==> src/rtl/cga_composite_seq.sv <==
// Character-clock strobes, vsync-deferred B/W mode update and CRTC sync watchdog for the CGA composite encoder.
// Input edges are detected from a registered stage and outputs are registered, so an input edge at cycle n shows at n+2.
module cga_composite_seq #(
  parameter int   HCLK_DIV   = 16,
  parameter int   LCLK_RATIO = 2,
  parameter logic BW_RESET   = 1'b1,
  parameter int   HS_TIMEOUT = 4096,
  parameter int   VS_TIMEOUT = 512
) (
  input  logic       clk,
  input  logic       reset,
  input  logic       hsync,
  input  logic       vsync_l,
  input  logic       mode_wr,
  input  logic       mode_bw,
  output logic       hclk,
  output logic       lclk,
  output logic       bw_mode,
  output logic       mode_pending,
  output logic       sync_lost,
  output logic [7:0] frame_cnt
);

  localparam int DIV_W = $clog2(HCLK_DIV);
  localparam int HR_W  = (LCLK_RATIO > 1) ? $clog2(LCLK_RATIO) : 1;
  localparam int HS_W  = $clog2(HS_TIMEOUT + 1);
  localparam int VS_W  = $clog2(VS_TIMEOUT + 1);

  localparam logic [DIV_W-1:0] DIV_LAST = DIV_W'(HCLK_DIV - 1);
  localparam logic [DIV_W-1:0] DIV_HALF = DIV_W'(HCLK_DIV / 2);
  localparam logic [HR_W-1:0]  HR_LAST  = HR_W'(LCLK_RATIO - 1);
  localparam logic [HS_W-1:0]  HS_MAX   = HS_W'(HS_TIMEOUT);
  localparam logic [VS_W-1:0]  VS_MAX   = VS_W'(VS_TIMEOUT);

  typedef enum logic {IDLE, PEND} state_t;

  logic             hs_cur_q, hs_prev_q, vs_cur_q, vs_prev_q;
  logic             hs_rise, vs_fall;
  logic [DIV_W-1:0] div_q;
  logic [HR_W-1:0]  hr_q;
  logic             hclk_q, lclk_q;
  state_t           state_q;
  logic             pend_val_q, bw_q, pend_q;
  logic [7:0]       frame_q;
  logic [HS_W-1:0]  hs_cnt_q, hs_cnt_d;
  logic [VS_W-1:0]  vs_cnt_q, vs_cnt_d;
  logic             lost_q, lost_d;

  assign hs_rise = hs_cur_q & ~hs_prev_q;
  assign vs_fall = vs_prev_q & ~vs_cur_q;

  always_ff @(posedge clk) begin
    if (reset) begin
      hs_cur_q  <= 1'b0;
      hs_prev_q <= 1'b0;
      vs_cur_q  <= 1'b1;
      vs_prev_q <= 1'b1;
      div_q     <= '0;
      hr_q      <= '0;
      hclk_q    <= 1'b0;
      lclk_q    <= 1'b0;
    end else begin
      hs_cur_q  <= hsync;
      hs_prev_q <= hs_cur_q;
      vs_cur_q  <= vsync_l;
      vs_prev_q <= vs_cur_q;
      div_q     <= (div_q == DIV_LAST) ? '0 : div_q + 1'b1;
      hclk_q    <= (div_q < DIV_HALF);
      // div==0 is the clk on which hclk goes high; lclk rides on every LCLK_RATIO-th one.
      lclk_q    <= (div_q == '0) && (hr_q == '0);
      if (div_q == '0)
        hr_q <= (hr_q == HR_LAST) ? '0 : hr_q + 1'b1;
    end
  end

  always_ff @(posedge clk) begin
    if (reset) begin
      state_q    <= IDLE;
      pend_val_q <= 1'b0;
      bw_q       <= BW_RESET;
      pend_q     <= 1'b0;
      frame_q    <= 8'd0;
    end else begin
      if (vs_fall)
        frame_q <= frame_q + 8'd1;
      case (state_q)
        IDLE: begin
          if (mode_wr) begin
            pend_val_q <= mode_bw;
            state_q    <= PEND;
            pend_q     <= 1'b1;
          end
        end
        PEND: begin
          if (mode_wr)
            pend_val_q <= mode_bw;
          // A write landing on the vsync edge waits a full frame; the older value goes out now.
          if (vs_fall) begin
            bw_q    <= pend_val_q;
            state_q <= mode_wr ? PEND : IDLE;
            pend_q  <= mode_wr;
          end
        end
        default: begin
          state_q <= IDLE;
          pend_q  <= 1'b0;
        end
      endcase
    end
  end

  always_comb begin
    hs_cnt_d = hs_cnt_q;
    if (hs_rise)
      hs_cnt_d = '0;
    else if (hs_cnt_q < HS_MAX)
      hs_cnt_d = hs_cnt_q + 1'b1;

    vs_cnt_d = vs_cnt_q;
    if (vs_fall)
      vs_cnt_d = '0;
    else if (hs_rise && (vs_cnt_q < VS_MAX))
      vs_cnt_d = vs_cnt_q + 1'b1;

    lost_d = lost_q;
    if (vs_fall && (hs_cnt_q < HS_MAX))
      lost_d = 1'b0;
    else if ((hs_cnt_q == HS_MAX) || (vs_cnt_q == VS_MAX))
      lost_d = 1'b1;
  end

  always_ff @(posedge clk) begin
    if (reset) begin
      hs_cnt_q <= '0;
      vs_cnt_q <= '0;
      lost_q   <= 1'b0;
    end else begin
      hs_cnt_q <= hs_cnt_d;
      vs_cnt_q <= vs_cnt_d;
      lost_q   <= lost_d;
    end
  end

  assign hclk         = hclk_q;
  assign lclk         = lclk_q;
  assign bw_mode      = bw_q;
  assign mode_pending = pend_q;
  assign sync_lost    = lost_q;
  assign frame_cnt    = frame_q;

endmodule

==> config.mk <==
export PLATFORM = sky130hd
export DESIGN_NAME = cga_composite_seq
export DESIGN_NICKNAME = d
export VERILOG_FILES = /design/src/rtl/cga_composite_seq.sv
export SDC_FILE = /design/constraint.sdc
export NUM_CORES = 1
export LEC_CHECK = 0
export BUFFER_PORTS_ARGS = -buffer_cell sky130_fd_sc_hd__buf_2
export CAP_MARGIN = 25
export CELL_PAD_IN_SITES_DETAIL_PLACEMENT = 1
export CELL_PAD_IN_SITES_GLOBAL_PLACEMENT = 1
export CORE_MARGIN = 4
export CORE_UTILIZATION = 38
export CTS_CLUSTER_DIAMETER = 30
export DETAILED_ROUTE_END_ITERATION = 7
export PLACE_DENSITY_LB_ADDON = 0.1
export RECOVER_POWER = 50
export SLEW_MARGIN = 30
export SYNTH_ARGS = -nofsm -noshare
export SYNTH_HDL_FRONTEND = slang
export SYNTH_SLANG_ARGS = --single-unit
export TNS_END_PERCENT = 10
==> constraint.sdc <==
create_clock -name clk -period 1.35 [get_ports clk]
set_input_delay 0.135 -clock clk [delete_from_list [all_inputs] [get_ports clk]]
set_output_delay 0.135 -clock clk [all_outputs]
set_load 0.02 [all_outputs]
==> reports/qor.csv, run 1 <==
stage,metric,value,unit
outcome,outcome,finished clean,
floorplanning,Die H,80.38,um
power,Max VDD drop,0.5837,mV
floorplanning,# IOs,19,
cells_and_area,register area,955.9,sq um
cells_and_area,Layout area overhead,23.51,%
cells_and_area,layout cells sized above 1,22.53,%
global_routing,initial antenna violation count,0,
cells_and_area,count of filler cells inserted in the layout,619,
cts,hold bufs inserted after CTS,0,
sta,Final min period,1325,ps
route,Iter 0 DRT Violations,82,
setup_path,Startpoint Class,register,
cells_and_area,"commonest non-fill, non-tap cells in the layout","dfxtp_1, nor2_1, buf_4, clkbuf_1, xor2_1",
place,area post-placement,2252,sq um
route,routed vias/inst,5.022,
cts,H-tree depth,2,
cells_and_area,area of the multi-input gates,1067,sq um
power,clock share of power,38.0,%
logic_synthesis,Netlist cell types,40,
power,Pint,2074,uW
place,GPL Wtd Cong,0.7636,
place,port bufs,18,
logic_synthesis,ys async rst share,0,%
sta,worst hold slack,39.41,ps
global_routing,routing usage on met1,18.01,%
sta,setup TNS,0,ps
route,DRT Pass-1 Iters,2,
sta,Rel. slew slack,67.34,%
setup_path,max incr delay on CP,380,ps
route,DRT Wirelength,4593,um
sta,Final Hold Fails,0,
cells_and_area,n_diodes,0,
cts,TritonCTS clock tree,yes,
cts,CTS Sinks,47,
global_routing,GRT Overall Usage,15.48,%
cts,Worst-path clk slew,90,ps
route,DRC Markers,0,
global_routing,grt ovf,0,
sta,RSZ-0062 raised after global routing,true,
global_routing,GR peak layer,met2,
power,LEAKAGE,0.0009466,uW
cts,Max clock buf depth,2,
floorplanning,Die W,80.38,um
route,via count,1622,
setup_path,crit end category,register,
cells_and_area,Util after Layout,48.14,%
setup_path,Worst Path Buf+Inv,0,
setup_path,CP max stage cell,dfxtp_4,
sta,Least-Margin Pin Slew,490.0,ps
power,Tot Pwr,2703,uW
sta,max-slew violation count,0,
floorplanning,Initial Util,38.98,%
setup_path,critical-path cell list,ha_4 -> nand4b_1 -> nor3_2 -> xnor2_1 -> nor2_1,
logic_synthesis,Post-Synthesis Cells,216,
route,Post-DRT Antenna Nets,0,
global_routing,first-pass GRT wire length,7824,um
cts,clk_lat worst skew,290,ps
global_routing,largest net degree at the start of global routing,27,
setup_path,CP required,1540,ps
floorplanning,core area,5107,sq um
logic_synthesis,synthesized area per cell,9.216,sq um
cts,clock root buffer,clkbuf_8,
sta,fin crit share,98.15,%
logic_synthesis,register area share after synthesis,47.27,%
floorplanning,die area,6461,sq um
sta,FMAX,0.7547,GHz
global_routing,vias in the first global route,1718,
logic_synthesis,synth warn,0,
cells_and_area,"commonest non-fill, non-tap cell in the layout",dfxtp_1,
place,hpwl dp,3391,um
cells_and_area,post-layout instance area,2459,sq um
floorplanning,FP Rows,26,
power,switching portion of total power,23.28,%
route,routed length per instance,14.22,um
logic_synthesis,Post-synth EDFFs,0,
cts,CTS Buf Count,5,
logic_synthesis,Synth Flop Type,dfxtp_1,
sta,endpoints failing setup,0,
power,switching power,629.1,uW
cells_and_area,Layout Nets,265,
power,Seq pwr share,54.2,%
setup_path,Crit Path Max Fanout,4,
job,MaxCap Viol Count,0,
setup_path,WS Path Type,register to register,
global_routing,met3 GRT Util,4.036,%
logic_synthesis,Post-Syn Area,1991,sq um
global_routing,M2 GR Usage,27.40,%
power,pwr dens,1099,nW/um^2
logic_synthesis,"FF+latch count, synth",47,
setup_path,WP data arrival,1520,ps
power,Comb power frac,7.8,%
setup_path,"CP delay by family, top",simple AND/OR/NAND/NOR gates,
logic_synthesis,syn nets,229,
sta,post-route clock skew,4.771,ps
hold_path,HP Class,primary input to register,
## cell usage after synthesis (4+ instances only)
library cell	n	area, sq um
a21oi_1	8	40.04
and3_1	5	31.28
clkbuf_1	4	15.01
dfxtp_1	47	940.9
ha_1	7	87.58
inv_1	9	33.78
nand2_1	13	48.80
nand3_1	4	20.02
nand4_1	10	62.56
nor2_1	35	131.4
nor2b_1	4	25.02
nor3_1	4	20.02
nor4_1	5	31.28
xnor2_1	11	96.34
xor2_1	14	122.6
## power groups by stage
stage,clock network (uW),registers (uW),logic (uW)
detailed placement,0,1490,204
CTS,1060,1460,213
global route,1130,1470,241
finish,1030,1460,210
global placement,0,1490,190
floorplan,0,1500,116
## stage by stage
| stage | worst slack, ps | std cells |
|---|---|---|
| finish | 24.97 | 323 |
| global route | -34.86 | 323 |
| CTS | -1.338 | 321 |
| detailed placement | -83.53 | 313 |
| global placement | -18.24 | 313 |
| floorplan | 20.92 | 216 |
## per-layer routing
metal	up-vias	part of all wire, %
met5	-	0
met4	0	1.1
met3	6	3.2
met2	20	50
met1	785	45
li1	811	-
## cells by family after synthesis
logic type      Yosys count  share of synthesized area [%]
flops                    47                          47.27
fa+ha+maj                 7                          4.400
xor+xnor                 25                          11.00
compound gates           16                          4.777
simple gates            102                          27.53
buf+inv                  16                          3.519
mux                       3                          1.509
## state kept, by name, summed over array words and instances (netlist names)
signal,cells
bw_mode,1
div_q,4
frame_cnt,8
hclk,1
hr_q,1
hs_cnt_q,13
hs_cur_q,1
hs_prev_q,1
lclk,1
mode_pending,1
pend_val_q,1
state_q,1
sync_lost,1
vs_cnt_q,10
vs_cur_q,1
vs_prev_q,1
## what timing repair did
item | CTS | global route
endpoints found under the setup margin | 8 | 13
buffers inserted | 0 | 2
pin swaps | 1 | 8
gates resized for setup | 12 | 14
endpoints found under the hold margin | 0 | 0
## final timing paths
| kind | startpoint | endpoint | slack, ps | depth (start not counted) |
|---|---|---|---|---|
| worst max register to register | hs_cnt_q[1] | hs_cnt_q[8] | 20 | 5 |
| worst min-delay path | vsync_l | vs_cur_q | 40 | 2 |
| worst max-delay path | hs_cnt_q[1] | hs_cnt_q[8] | 20 | 5 |
| worst min register to register | hr_q | lclk | 450 | 1 |
## layout make-up
class	instances	area share, %
Timing Repair Buffer	36	8.193
Clock inverter	3	1.781
Sequential cell	47	38.88
Tap cell	70	3.562
Inverter	9	1.374
Multi-Input combinational cell	153	43.41
Clock buffer	5	2.799
No activity file was read; power rests on OpenSTA's default activity.
==> inputs of run 2 (changes only) <==
--- a/config.mk
+++ b/config.mk
@@ -5,14 +5,14 @@
 export SDC_FILE = /design/constraint.sdc
 export NUM_CORES = 1
 export LEC_CHECK = 0
-export BUFFER_PORTS_ARGS = -buffer_cell sky130_fd_sc_hd__buf_2
 export CAP_MARGIN = 25
 export CELL_PAD_IN_SITES_DETAIL_PLACEMENT = 1
 export CELL_PAD_IN_SITES_GLOBAL_PLACEMENT = 1
 export CORE_MARGIN = 4
-export CORE_UTILIZATION = 38
+export CORE_UTILIZATION = 39
 export CTS_CLUSTER_DIAMETER = 30
 export DETAILED_ROUTE_END_ITERATION = 7
+export DONT_BUFFER_PORTS = 1
 export PLACE_DENSITY_LB_ADDON = 0.1
 export RECOVER_POWER = 50
 export SLEW_MARGIN = 30
==> run 2 against run 1 <==
The run now ends with setup timing left. Combinational power is 9.5% lower. Non-clock buffer count is 5 lower. Flip-flop and latch count stayed put. Sequential power hardly changed. Critical path depth stayed put. Cell count is 2.5% lower. Worst hold slack worse by 25 ps. Clock power is 17% higher. Sequential share of layout area is 0.13 points lower. Die area is 2.3% lower. Critical path type unchanged.
==> reports/qor.csv, run 2 (synthesized netlist as in run 1, its figures left out) <==
stage,metric,value,unit
cells_and_area,register area,954.7,sq um
route,Iter 0 DRT Violations,40,
cells_and_area,post-layout instance area,2464,sq um
hold_path,Worst Hold Endpoint,mode_pending,
cts,Worst-path clk slew,90,ps
sta,Final min period,1385,ps
hold_path,HP Class,primary input to register,
power,LEAKAGE,0.0009341,uW
setup_path,crit end category,register,
route,DRT Pass-1 Iters,4,
floorplanning,die area,6312,sq um
floorplanning,core area,4848,sq um
cts,H-tree depth,2,
sta,Final Hold Fails,0,
cells_and_area,Layout area overhead,23.76,%
floorplanning,# IOs,19,
place,Placed Instances,299,
place,GPL Wtd Cong,0.8063,
cells_and_area,"commonest non-fill, non-tap cell in the layout",dfxtp_1,
route,DRC Markers,0,
sta,RSZ-0062 raised after global routing,true,
cts,clock root buffer,clkbuf_8,
hold_path,hold_sp,mode_wr,
route,routed vias/inst,5.044,
cts,CTS Sinks,47,
floorplanning,Die H,79.45,um
cells_and_area,Util after Layout,50.81,%
place,hpwl dp,3265,um
setup_path,RR Endpoint,hs_cnt_q[10],
hold_path,hold path cells,2,
setup_path,worst r2r path cells,5,
floorplanning,FP Rows,25,
setup_path,CP required,1540,ps
route,Post-DRT Antenna Nets,0,
global_routing,largest net degree at the start of global routing,25,
cells_and_area,Layout Nets,260,
route,via count,1589,
power,pwr dens,1167,nW/um^2
global_routing,grt ovf,0,
setup_path,WP data arrival,1580,ps
cts,Max clock buf depth,2,
setup_path,WS Path Type,register to register,
outcome,violated checks,setup timing,
sta,final setup margin,-34.74,ps
cells_and_area,area of the multi-input gates,1045,sq um
route,DRT Wirelength,4538,um
sta,fin crit share,102.6,%
cells_and_area,Largest Register,hs_cnt_q,
cells_and_area,n_diodes,0,
floorplanning,Die W,79.45,um
setup_path,Startpoint Class,register,
job,MaxCap Viol Count,0,
global_routing,first-pass GRT wire length,7700,um
sta,endpoints failing setup,2,
global_routing,vias in the first global route,1670,
cells_and_area,count of filler cells inserted in the layout,576,
sta,setup TNS,-53.00,ps
sta,max-slew violation count,0,
sta,Least-Margin Pin Slew,883.7,ps
global_routing,GRT Overall Usage,15.51,%
route,routed length per instance,14.41,um
sta,FMAX,0.7222,GHz
sta,Rel. slew slack,40.89,%
setup_path,flop-to-flop setup slack,-30,ps
cells_and_area,max FFs per register,13,
cells_and_area,"commonest non-fill, non-tap cells in the layout","dfxtp_1, nor2_1, buf_4, xor2_1, nand2_1",
setup_path,Crit Path Max Fanout,4,
floorplanning,Initial Util,41.06,%
cells_and_area,Layout Cells excl Fill,315,
cts,clk_lat worst skew,300,ps
cts,TritonCTS clock tree,yes,
power,Max VDD drop,0.4427,mV
place,port bufs,0,
power,Tot Pwr,2875,uW
sta,post-route clock skew,4.540,ps
setup_path,FF-to-FF Start,hs_cnt_q[0],
outcome,outcome,finished with violations,
cells_and_area,layout cells sized above 1,18.95,%
place,area post-placement,2211,sq um
global_routing,initial antenna violation count,0,
cts,CTS Buf Count,5,
==> run 2: report_power, final <==
part / internal (uW) / switching (uW) / total, uW / leakage (uW)
clock: 740 / 468 / 1210 / 0.0000654
sequential: 1430 / 47.3 / 1480 / 0.000386
combinational: 92.0 / 97.8 / 190 / 0.000482
total: 2260 / 614 / 2880 / 0.000934
==> run 2: worst max-delay path, stage by stage, from the launching register on <==
cell and delay [ps]:
dfxtp_4 380, ha_4 130, nand4b_1 240, nor4_2 310
xnor2_1 170, nor2_1 50
==> run 2: cell type report <==
type	instances	share of cell area (%)
repair buffers	31	8.685
clock buffers	6	2.946
inverters	9	1.371
flip-flops and latches	47	38.75
clock inverters	2	2.438
multi-input cells	153	42.41
well taps	67	3.403
==> run 2: worst max path at each step <==
stage                         endpoint  cells past startpoint        start  slack (ps)
final                     hs_cnt_q[10]                      5  hs_cnt_q[0]         -30
after global routing      hs_cnt_q[10]                      5  hs_cnt_q[0]        -140
after CTS                 hs_cnt_q[10]                      5  hs_cnt_q[0]         -50
after detailed placement  hs_cnt_q[10]                      5  hs_cnt_q[0]         -90
after global placement    hs_cnt_q[10]                      5  hs_cnt_q[0]          20
after floorplan           hs_cnt_q[10]                      5  hs_cnt_q[0]          20
==> run 2: metrics by stage <==
stage | setup slack (ps) | hold WS [ps]
finish | -34.74 | 14.88
global route | -136.0 | 17.45
CTS | -45.90 | 4.190
detailed placement | -92.58 | 208.7
global placement | 18.68 | 207.6
floorplan | 20.92 | 238.8
==> run 2: what timing repair did <==
action,in CTS,in global routing
gates resized for setup,6,19
hold endpoints to repair,24,0
hold buffers,6,0
pin swaps,2,6
setup endpoints to repair,5,13
buffers inserted,2,0
==> run 2: per-layer routing <==
layer,up-vias,wire (um),track usage [%]
li1,796,-,-
met1,766,2032,18.01
met2,20,2282,26.46
met3,7,158,4.289
met4,0,65,6.873
met5,-,0,0
==> inputs of run 3 (changes only) <==
--- a/config.mk
+++ b/config.mk
@@ -15,6 +15,7 @@
 export DONT_BUFFER_PORTS = 1
 export PLACE_DENSITY_LB_ADDON = 0.1
 export RECOVER_POWER = 50
+export SETUP_SLACK_MARGIN = 0.02
 export SLEW_MARGIN = 30
 export SYNTH_ARGS = -nofsm -noshare
 export SYNTH_HDL_FRONTEND = slang
==> run 3 against run 2 <==
The flow still finishes with violations (setup timing). Core utilization grew 0.13 points. Count of clock-buffer cells in the layout did not move. Sequential share of layout area down 0.098 points. Critical path type unchanged. Critical endpoint unchanged. Highest routed layer unchanged.
==> reports/qor.csv, run 3 (synthesized netlist as in run 1, its figures left out) <==
stage,metric,value,unit
cells_and_area,"commonest non-fill, non-tap cells in the layout","dfxtp_1, nor2_1, buf_4, xor2_1, nand2_1",
power,Tot Pwr,2874,uW
global_routing,grt ovf,0,
hold_path,hold_sp,mode_wr,
power,LEAKAGE,0.0009480,uW
floorplanning,Die H,79.45,um
setup_path,Crit Path Max Fanout,4,
sta,post-route clock skew,4.338,ps
cts,clk_lat worst skew,300,ps
floorplanning,Initial Util,41.06,%
route,routed length per instance,14.42,um
route,DRC Markers,0,
sta,RSZ-0062 raised after global routing,true,
setup_path,critical-path cell list,ha_4 -> nand4b_1 -> nor4_2 -> xnor2_1 -> nor2_1,
setup_path,crit end category,register,
cells_and_area,layout cells sized above 1,18.95,%
setup_path,Worst Path Buf+Inv,0,
route,Iter 0 DRT Violations,39,
setup_path,max incr delay on CP,380,ps
route,met3 WL,169,um
cts,Worst-path clk slew,90,ps
cts,clock root buffer,clkbuf_8,
sta,max-slew violation count,0,
cells_and_area,n_diodes,0,
cells_and_area,post-layout instance area,2470,sq um
cells_and_area,area of the multi-input gates,1051,sq um
cts,H-tree depth,2,
sta,fin crit share,102.7,%
floorplanning,die area,6312,sq um
sta,Final Hold Fails,0,
global_routing,largest net degree at the start of global routing,25,
cells_and_area,register area,954.7,sq um
route,Top Layer Used,met4,
power,pwr dens,1164,nW/um^2
floorplanning,FP Rows,25,
place,Placed Instances,299,
hold_path,hold path cells,2,
cts,CTS Sinks,47,
sta,Final min period,1387,ps
cells_and_area,"commonest non-fill, non-tap cell in the layout",dfxtp_1,
setup_path,flop-to-flop setup slack,-40,ps
cells_and_area,Largest Register,hs_cnt_q,
route,via count,1592,
place,GPL Wtd Cong,0.8063,
cells_and_area,Layout area overhead,24.07,%
floorplanning,# IOs,19,
place,port bufs,0,
cts,CTS Buf Count,5,
setup_path,WP data arrival,1580,ps
setup_path,worst r2r path cells,5,
floorplanning,core area,4848,sq um
global_routing,first-pass GRT wire length,7700,um
route,WL met2,2286,um
global_routing,vias in the first global route,1670,
cells_and_area,Layout Cells excl Fill,315,
cells_and_area,max FFs per register,13,
hold_path,HP Class,primary input to register,
sta,Least-Margin Pin Slew,887.3,ps
cells_and_area,Layout Nets,260,
place,area post-placement,2211,sq um
job,MaxCap Viol Count,0,
route,routed vias/inst,5.054,
power,Max VDD drop,0.4419,mV
cts,Max clock buf depth,2,
route,DRT Wirelength,4543,um
setup_path,Startpoint Class,register,
outcome,outcome,finished with violations,
setup_path,CP max stage cell,dfxtp_4,
route,DRT met1 WL,1995,um
sta,FMAX,0.7211,GHz
place,hpwl dp,3265,um
setup_path,"CP delay by family, top",simple AND/OR/NAND/NOR gates,
sta,endpoints failing setup,2,
floorplanning,Die W,79.45,um
setup_path,CP required,1540,ps
route,DRT Pass-1 Iters,4,
global_routing,initial antenna violation count,0,
cells_and_area,count of filler cells inserted in the layout,575,
cts,TritonCTS clock tree,yes,
setup_path,FF-to-FF Start,hs_cnt_q[0],
setup_path,RR Endpoint,hs_cnt_q[10],
sta,final setup margin,-36.87,ps
outcome,violated checks,setup timing,
sta,Rel. slew slack,40.65,%
global_routing,GRT Overall Usage,15.51,%
route,Post-DRT Antenna Nets,0,
setup_path,WS Path Type,register to register,
hold_path,Worst Hold Endpoint,mode_pending,
## run 3: cell counts in the layout (fill, tap and decap cells not counted)
Identical to the previous run, type by type.
## run 3: worst reg2reg max path: stages, from the launching register on
cell	delay, ps
dfxtp_4	380
ha_4	140
nand4b_1	240
nor4_2	310
xnor2_1	170
nor2_1	50
## run 3: timing repair
| item | CTS | global route |
|---|---|---|
| pin swaps | 2 | 7 |
| resized for setup | 7 | 19 |
| endpoints found under the hold margin | 24 | 0 |
| buffers inserted | 2 | 0 |
| hold buffers | 6 | 0 |
| setup endpoints to repair | 9 | 14 |
| cloned | 0 | 0 |
## run 3: layout make-up
class | instances | area share (%)
inverter | 9 | 1.368
multi-input combinational | 153 | 42.55
timing repair buffer | 31 | 8.663
tap | 67 | 3.394
clock buffer | 6 | 2.938
sequential | 47 | 38.65
clock inverter | 2 | 2.432
## run 3: how the worst max path moves through the flow
stage	from	end	slack, ps	cells past startpoint
global placement	hs_cnt_q[0]	hs_cnt_q[10]	20	5
global route	hs_cnt_q[0]	hs_cnt_q[10]	-140	5
detailed placement	hs_cnt_q[0]	hs_cnt_q[10]	-90	5
CTS	hs_cnt_q[0]	hs_cnt_q[10]	-50	5
floorplan	hs_cnt_q[0]	hs_cnt_q[10]	20	5
finish	hs_cnt_q[0]	hs_cnt_q[10]	-40	5
## run 3: layer usage
metal,vias to the layer above,track usage (%)
li1,795,-
met1,764,18.01
met2,25,26.46
met3,8,4.289
met4,0,6.873
met5,-,0
## run 3: power breakdown
group | internal, uW | total, uW | switching [uW] | leakage, uW
clock network | 740 | 1210 | 466 | 0.0000654
registers | 1430 | 1480 | 47.5 | 0.000386
logic | 92.1 | 190 | 98.3 | 0.000496
## run 3: through the flow
step,setup TNS [ps],hold slack [ps],util [%],setup slack [ps]
global placement,0,207.6,45.60,18.68
floorplan,0,238.8,-,20.92
finish,-57.34,14.95,50.94,-36.87
detailed placement,-100.6,208.7,45.60,-92.58
CTS,-45.90,4.190,50.25,-45.90
global route,-558.1,17.45,50.94,-136.0
